===== config.mk =====
export PLATFORM = sky130hd
export DESIGN_NAME = bcd_counter_n
export DESIGN_NICKNAME = d
export VERILOG_FILES = /design/src/rtl/bcd_pkg.sv /design/src/rtl/bcd_digit.sv /design/src/rtl/bcd_counter_n.sv
export SDC_FILE = /design/constraint.sdc
export NUM_CORES = 1
export LEC_CHECK = 0
export BUFFER_PORTS_ARGS = -buffer_cell sky130_fd_sc_hd__buf_2
export CAP_MARGIN = 20
export CORE_MARGIN = 2
export CORE_UTILIZATION = 60
export CTS_CLUSTER_SIZE = 16
export DETAILED_ROUTE_END_ITERATION = 6
export GPL_ROUTABILITY_DRIVEN = 0
export HOLD_SLACK_MARGIN = 0.08
export PLACE_DENSITY = 0.94
export SYNTH_ARGS = -nofsm -noshare
export SYNTH_HDL_FRONTEND = slang
export SYNTH_SLANG_ARGS = --single-unit

===== constraint.sdc =====
create_clock -name clk -period 5.4 [get_ports clk]
set_clock_uncertainty 0.2 [all_clocks]
set_input_delay 0.54 -clock clk [delete_from_list [all_inputs] [get_ports clk]]
set_output_delay 0.54 -clock clk [all_outputs]
set_load 0.005 [all_outputs]

===== src/rtl/bcd_pkg.sv =====
// Shared constants for the BCD counter: digit width, largest decimal digit,
// mode encodings, and a per-digit clamp used when loading external values.
package bcd_pkg;

    localparam int          DIGIT_W   = 4;
    localparam logic [3:0]  MAX_DIGIT = 4'd9;

    localparam logic WRAP = 1'b0;
    localparam logic SAT  = 1'b1;

    // Non-decimal nibbles (A..F) are forced to 9 so the count stays valid BCD.
    function automatic logic [DIGIT_W-1:0] clamp_digit(input logic [DIGIT_W-1:0] d);
        return (d > MAX_DIGIT) ? MAX_DIGIT : d;
    endfunction

endpackage


===== src/rtl/bcd_digit.sv =====
// One decade of the counter. The carry/borrow chain between decades is purely
// combinational, so a full ripple (e.g. 0999 -> 1000) resolves in one cycle.
module bcd_digit
    import bcd_pkg::*;
(
    input  logic [DIGIT_W-1:0] digit,
    input  logic               inc,
    input  logic               dec,
    input  logic               carry_in,
    input  logic               borrow_in,
    output logic [DIGIT_W-1:0] digit_next,
    output logic               carry_out,
    output logic               borrow_out
);

    // Step this decade only when the step request reaches it through the chain.
    always_comb begin
        digit_next = digit;
        carry_out  = 1'b0;
        borrow_out = 1'b0;
        if (inc && carry_in) begin
            if (digit == MAX_DIGIT) begin
                digit_next = '0;
                carry_out  = 1'b1;
            end else begin
                digit_next = digit + 4'd1;
            end
        end else if (dec && borrow_in) begin
            if (digit == '0) begin
                digit_next = MAX_DIGIT;
                borrow_out = 1'b1;
            end else begin
                digit_next = digit - 4'd1;
            end
        end
    end

endmodule


===== src/rtl/bcd_counter_n.sv =====
// N-decade up/down BCD counter with edge-detected controls, clamped load,
// wrap/saturate limit handling and registered ovf/unf/zero flags.
// The limit mode is a register that resets to SAT_DEFAULT and then follows
// sat_mode each cycle, so a mode change applies from the following cycle on.
module bcd_counter_n
    import bcd_pkg::*;
#(
    parameter int DIGITS      = 4,
    parameter bit SAT_DEFAULT = 1'b0
) (
    input  logic                      clk,
    input  logic                      rst_a,
    input  logic                      en,
    input  logic                      up,
    input  logic                      down,
    input  logic                      clear,
    input  logic                      load,
    input  logic [DIGIT_W*DIGITS-1:0] load_val,
    input  logic                      sat_mode,
    output logic [DIGIT_W*DIGITS-1:0] count,
    output logic                      ovf,
    output logic                      unf,
    output logic                      zero
);

    localparam int W = DIGIT_W * DIGITS;

    logic          up_q, down_q, clear_q;
    logic          up_ev, down_ev, clear_ev;
    logic          mode_q;
    logic          step_inc, step_dec;
    logic [DIGITS:0] carry, borrow;
    logic [W-1:0]  step_val;
    logic [W-1:0]  load_clamped;
    logic [W-1:0]  count_next;
    logic          ovf_next, unf_next;

    // Edge-detector history; keeps tracking levels regardless of en.
    always_ff @(posedge clk or negedge rst_a) begin
        if (!rst_a) begin
            up_q    <= 1'b0;
            down_q  <= 1'b0;
            clear_q <= 1'b0;
        end else begin
            up_q    <= up;
            down_q  <= down;
            clear_q <= clear;
        end
    end

    assign up_ev    = up    & ~up_q;
    assign down_ev  = down  & ~down_q;
    assign clear_ev = clear & ~clear_q;

    // Limit-mode register.
    always_ff @(posedge clk or negedge rst_a) begin
        if (!rst_a) begin
            mode_q <= SAT_DEFAULT;
        end else begin
            mode_q <= sat_mode;
        end
    end

    // A step only happens when neither clear nor load claims the cycle, and
    // simultaneous up/down events cancel out entirely.
    assign step_inc = en & up_ev   & ~down_ev & ~clear_ev & ~load;
    assign step_dec = en & down_ev & ~up_ev   & ~clear_ev & ~load;

    assign carry[0]  = 1'b1;
    assign borrow[0] = 1'b1;

    for (genvar i = 0; i < DIGITS; i++) begin : g_digit
        bcd_digit u_digit (
            .digit      (count[i*DIGIT_W +: DIGIT_W]),
            .inc        (step_inc),
            .dec        (step_dec),
            .carry_in   (carry[i]),
            .borrow_in  (borrow[i]),
            .digit_next (step_val[i*DIGIT_W +: DIGIT_W]),
            .carry_out  (carry[i+1]),
            .borrow_out (borrow[i+1])
        );
        assign load_clamped[i*DIGIT_W +: DIGIT_W] = clamp_digit(load_val[i*DIGIT_W +: DIGIT_W]);
    end

    // Priority select: clear, then load, then a single step.
    // A carry/borrow out of the top decade marks the all-nines / zero limit.
    always_comb begin
        count_next = count;
        ovf_next   = 1'b0;
        unf_next   = 1'b0;
        if (clear_ev) begin
            count_next = '0;
        end else if (load) begin
            count_next = load_clamped;
        end else if (step_inc) begin
            ovf_next = carry[DIGITS];
            if (!(carry[DIGITS] && (mode_q == SAT))) begin
                count_next = step_val;
            end
        end else if (step_dec) begin
            unf_next = borrow[DIGITS];
            if (!(borrow[DIGITS] && (mode_q == SAT))) begin
                count_next = step_val;
            end
        end
    end

    // Count and status flags.
    always_ff @(posedge clk or negedge rst_a) begin
        if (!rst_a) begin
            count <= '0;
            ovf   <= 1'b0;
            unf   <= 1'b0;
            zero  <= 1'b1;
        end else begin
            count <= count_next;
            ovf   <= ovf_next;
            unf   <= unf_next;
            zero  <= (count_next == '0);
        end
    end

endmodule


Word level (Yosys, flattened, before mapping). Index checks and enable logic that the tools add are counted.

$add $sub $neg: 8. $lt $le $gt $ge: 4. Eq/ne operators: 4. Muxes and demuxes: 52. Bitwise logic cells: 18. Reduce and logical (&&, ||, !) cells: 13.

Operator list (number): 16-bit 2-to-1 mux (6); 4-bit 2-to-1 mux (19); 1-bit 2-to-1 mux (27); 4-bit by 1-bit adder with 4-bit output, second input constant (4); 4-bit equality test, second input constant (4); 4-bit greater-than comparator, second input constant (4); 16-bit zero test (1); 4-bit zero test (4); 4-bit by 1-bit subtractor with 4-bit output, second input constant (4); 1-bit bitwise AND (11); 1-bit logical AND (8); 1-bit NOT (7).

Register bits: 23. Input bits: 24. Output and inout port bits: 19. Logic and storage cells: 107.

Longest topological paths before layout.
Depth in word-level cells: 24. Depth in mapped cells: 12. Gate-level depth less buffers: 10.

By module. Synthesis repeated with hierarchy kept, for this count alone.

Cell total of the unflattened synthesis: 275. Area, all modules: 2209.6 µm².

Modules (own cells, without submodules): bcd_counter_n (instances 1, cells each 159, area an instance 1413.9 µm², seq. area each 576.8 µm²); bcd_digit (instances 4, cells each 29, area an instance 198.9 µm², seq. area each 0.0 µm²).

Worst setup path before layout. No wires, ideal clock.

Path type: reg-to-reg. Start: reg count[0]. End: reg zero. Setup time: 0.088 ns. Data arrival time: 3.287 ns. Data required time: 5.112 ns. Path slack: 1.825 ns. Stages on the path, launching flop included: 13. Buffers on the path: 2. Period minus slack after synthesis: 3.575 ns. Cells stage by stage: dfrtp_1 -> inv_1 -> ha_1 -> or3b_1 -> buf_6 -> nor4_4 -> o22a_4 -> buf_8 -> a21oi_2 -> a311o_1 -> or4_1 -> or4_4 -> nor4b_4.

Word-level cells in the longest chain between the ends: 20. Elaborated cells on any way between the ends: 42. Classes of those cells: 2 x add/sub; 1 x eq/ne; 29 x mux; 10 x reduce/logical.

Ends and longest elaborated chain: start, declared (line bcd_counter_n.sv:20) `output logic [DIGIT_W*DIGITS-1:0] count,`; start signal, assigned (line bcd_counter_n.sv:117) `count <= count_next;`; 4-bit zero test (line bcd_digit.sv:29) `if (digit == '0) begin`; 1-bit 2-to-1 mux (line bcd_digit.sv:29); 1-bit 2-to-1 mux (line bcd_digit.sv:28) `end else if (dec && borrow_in) begin`; 1-bit 2-to-1 mux (line bcd_digit.sv:21) `if (inc && carry_in) begin`; 1-bit logical AND (line bcd_digit.sv:28); 1-bit 2-to-1 mux (line bcd_digit.sv:28); 1-bit 2-to-1 mux (line bcd_digit.sv:21); 1-bit logical AND (line bcd_digit.sv:28); (+5 left out); 1-bit logical AND (line bcd_counter_n.sv:103) `if (!(borrow[DIGITS] && (mode_q == SAT))) begin`; 16-bit 2-to-1 mux (line bcd_counter_n.sv:103); 16-bit 2-to-1 mux (line bcd_counter_n.sv:101) `end else if (step_dec) begin`; 16-bit 2-to-1 mux * (line bcd_counter_n.sv:96) `end else if (step_inc) begin`; 16-bit 2-to-1 mux * (line bcd_counter_n.sv:94) `end else if (load) begin`; 16-bit 2-to-1 mux * (line bcd_counter_n.sv:92) `if (clear_ev) begin`; via count_next[1] (line bcd_counter_n.sv:35) `logic [W-1:0] count_next;`; 16-bit zero test * (line bcd_counter_n.sv:120) `zero <= (count_next == '0);`; end signal, assigned (line bcd_counter_n.sv:120); end, declared (line bcd_counter_n.sv:23) `output logic zero`.

Mark *: on every way through the listed nets, which the timed path passes. The rest lies on a longest branch.

Worst setup path after layout.
Start: reg count[1]. End: reg zero.

The elaborated chain is that of the path after synthesis.

==> results by group <==
Clock network
  – Post-CTS setup buffer count: 0
  – Clock net sink count: 23
  – Clock Tree Root: clkbuf_4
  – Clk Latency, worst-skew pair: 0.32 ns
  – H-tree depth: 1
  – Clk buf depth: 2
  – CTS tree: done
  – Worst-path clk slew: 0.13 ns
  – CTS Buf Count: 3
  – Post-CTS sizing: 0
  – # hold bufs at CTS: 1

Power and ir drop
  – PwrDens: 198 nW/µm²
  – Combinational fraction of design power: 0.345
  – Maximum VDD drop: 0.137 mV
  – Pint: 280 µW
  – Switch share: 0.390
  – Seq pwr share: 0.472
  – Leak pwr: 0.967 nW
  – Clock power frac: 0.183
  – Total net switching power: 179 µW
  – Design Power: 459 µW

Job
  – Max cap viols: 0

Final layout
  – Synthesis-to-layout area growth: 10.5%
  – Ant. Diodes: 0
  – Non-filler cells, final: 330
  – Layout cell share with drive strength beyond 1: 0.208
  – Most frequent cells in the layout: 42 x buf_2, 22 x nor2_1, 22 x dfrtp_1
  – Fin nets: 321
  – Commonest non-fill, non-tap cell in the layout: buf_2

Worst setup path
  – Reg-to-reg slack, setup: 1.28 ns
  – Crit. End Element: flip-flop
  – Launching point of the worst reg2reg path: count[1]$_DFF_PN0_
  – Worst reg2reg endpoint: zero$_DFF_PN1_
  – Worst Setup EP: zero$_DFF_PN1_
  – Worst setup path category: flip-flop to flip-flop
  – Worst Setup SP: count[1]$_DFF_PN0_
  – Crit path DAT: 4.17 ns
  – Worst setup SP type: flip-flop
  – Max Fanout on Critical Path: 11
  – CP required: 5.45 ns
  – Reg2Reg Depth: 10

Floorplan
  – Initial Util: 0.625
  – Io pins: 43
  – Core footprint: 3360 µm²
  – Placement Rows: 21
  – Die width: 63.2 µm
  – Die area: 3990 µm²
  – Chip Height: 63.2 µm

Synth
  – Post-synth EDFFs: 0
  – Most common flop cell mapped by yosys: dfrtp_1
  – Mapped Area: 2100 µm²
  – Mean Syn Cell Area: 8.44 µm²
  – Ys Warns: 0
  – Yosys reg bits: 23
  – Mapped Cells: 249
  – Asr flop ratio synth: 1.00
  – Sequential fraction of the synthesis area: 0.274
  – Distinct cells, synth: 68
  – Net count after synthesis: 285

STA
  – Tmin final: 4.12 ns
  – Unrepaired setup endpoints after global routing: false
  – Worst slew pin tran: 0.951 ns
  – Final hold viol count: 0
  – Tcrit/Tclk final: 0.763
  – Setup violators final: 0
  – FMAX: 243 MHz
  – Fin Setup TNS: 0 ns
  – Slew Viols, Final: 0
  – Slew HR: 0.364

Hold path
  – Critical hold path startpoint: sat_mode
  – Hold WC Path Type: input port to flip-flop

Route
  – Final WL: 5870 µm
  – Pre-antenna DRT Iters: 7
  – Routed via count: 2332
  – Wire per inst: 17.8 µm
  – DR iter-0 viols: 304
  – DR DRC count: 0
  – Vias/cell: 7.07
  – Final ANT Viol Nets: 0

Placed design
  – PortBufs: 42
  – Dpl cells: 325
  – Post-DP HPWL: 4390 µm

Global routing
  – Overflow after GRT: 0
  – GRT Resource Usage Total: 0.290
  – Largest net degree at the start of global routing: 24
  – GR Util met2: 0.423
  – GRT Max-Usage Layer: met2
  – First-pass GRT wire length: 9360 µm
  – Met3 Usage GRT: 0.0732
  – Met1 Track Usage GR: 0.380
  – Initial antenna violation count: 0
  – Vias in the first global route: 2083

Outcome
  – Outcome: complete, no violations
[registers in the layout, summed over array words and instances, names as in the netlist]
register  flops
clear_q       1
count        16
down_q        1
mode_q        1
ovf           1
unf           1
up_q          1
zero          1
[worst min path at each step]
stage	end	slack, ns	cells after the start
global route	mode_q$_DFF_PN0_	0.09	1
floorplan	clear_q$_DFF_PN0_	0.04	0
finish	mode_q$_DFF_PN0_	0.11	1
global placement	count[13]$_DFF_PN0_	0.34	1
CTS	mode_q$_DFF_PN0_	0.11	1
detailed placement	unf$_DFF_PN0_	0.34	1
[final cells by class]
class | count | area [µm²]
Timing Repair Buffer | 43 | 220
Fill cell | 289 | 1040
Sequential cell | 23 | 577
Multi-Input combinational cell | 199 | 1390
Clock inverter | 1 | 5.00
Clock buffer | 3 | 22.5
Tap cell | 46 | 57.6
Inverter | 15 | 56.3
[per-stage QoR]
step / setup WS [ns] / hold WS (ns) / utilization / area, µm²
finish: 1.28 / 0.109 / 0.691 / 2320
global route: 1.13 / 0.0908 / 0.691 / 2320
CTS: 1.39 / 0.115 / 0.691 / 2320
detailed placement: 1.14 / 0.343 / 0.680 / 2290
global placement: 1.25 / 0.343 / 0.680 / 2290
floorplan: 1.83 / 0.0444 / - / 2100
[Yosys cell counts, types with 2 or more instances]
cell type / instances / area [µm²]
nor4_1: 3 / 18.8
clkbuf_1: 4 / 15.0
o22ai_1: 2 / 12.5
nand2b_1: 4 / 25.0
buf_6: 3 / 33.8
o21ai_0: 17 / 85.1
a32o_1: 2 / 20.0
o21a_1: 2 / 15.0
o2111ai_1: 2 / 17.5
xor2_1: 2 / 17.5
a31oi_1: 5 / 31.3
nand3_1: 18 / 90.1
a21o_1: 2 / 15.0
ha_1: 12 / 150
and3_1: 3 / 18.8
nand4b_1: 3 / 26.3
a311oi_1: 5 / 43.8
o31ai_1: 3 / 22.5
dfrtp_1: 22 / 551
or4_1: 2 / 15.0
nand2_1: 13 / 48.8
o211ai_1: 4 / 30.0
nor3_1: 8 / 40.0
a211oi_1: 2 / 15.0
a221oi_1: 4 / 35.0
nand3b_1: 4 / 30.0
inv_1: 14 / 52.6
nand4_1: 5 / 31.3
buf_2: 4 / 20.0
nor2b_1: 5 / 31.3
a32oi_1: 3 / 26.3
nor2_1: 22 / 82.6
a21oi_1: 8 / 40.0
nor3b_1: 3 / 22.5
[cell families after synthesis]
logic type	synth area share
AOI/OAI and AO/OA	0.264
xor gates and xnor gates	0.0125
adders and majority gates	0.0714
buffers and inverters	0.0667
DFF	0.274
muxes	0.00476
and+or+nand+nor	0.306
[per-layer routing]
layer  up-vias  share of wire  wire length [µm]
met2       190           0.43              2530
li1       1028              -                 -
met1      1068           0.38              2250
met4         0          0.065               382
met5         -              0                 0
met3        46           0.12               711
[power groups by stage]
stage / combinational, mW / sequential, mW / clock (mW)
floorplan: 0.110 / 0.209 / 0
global placement: 0.149 / 0.217 / 0
detailed placement: 0.152 / 0.218 / 0
CTS: 0.153 / 0.215 / 0.0828
global route: 0.172 / 0.220 / 0.0944
finish: 0.158 / 0.217 / 0.0842
[critical path, stage by stage (launching register included)]
cell and delay, ns:
dfrtp_1 0.47, inv_1 0.18, ha_1 0.24, or3b_1 0.50, nor4_4 0.42, o22ai_1 0.35, o21ai_0 0.21, a31oi_1 0.14
or4_1 0.58, or4_4 0.55, nor4b_4 0.21
Note: power is estimated with default switching activity, not from simulation.
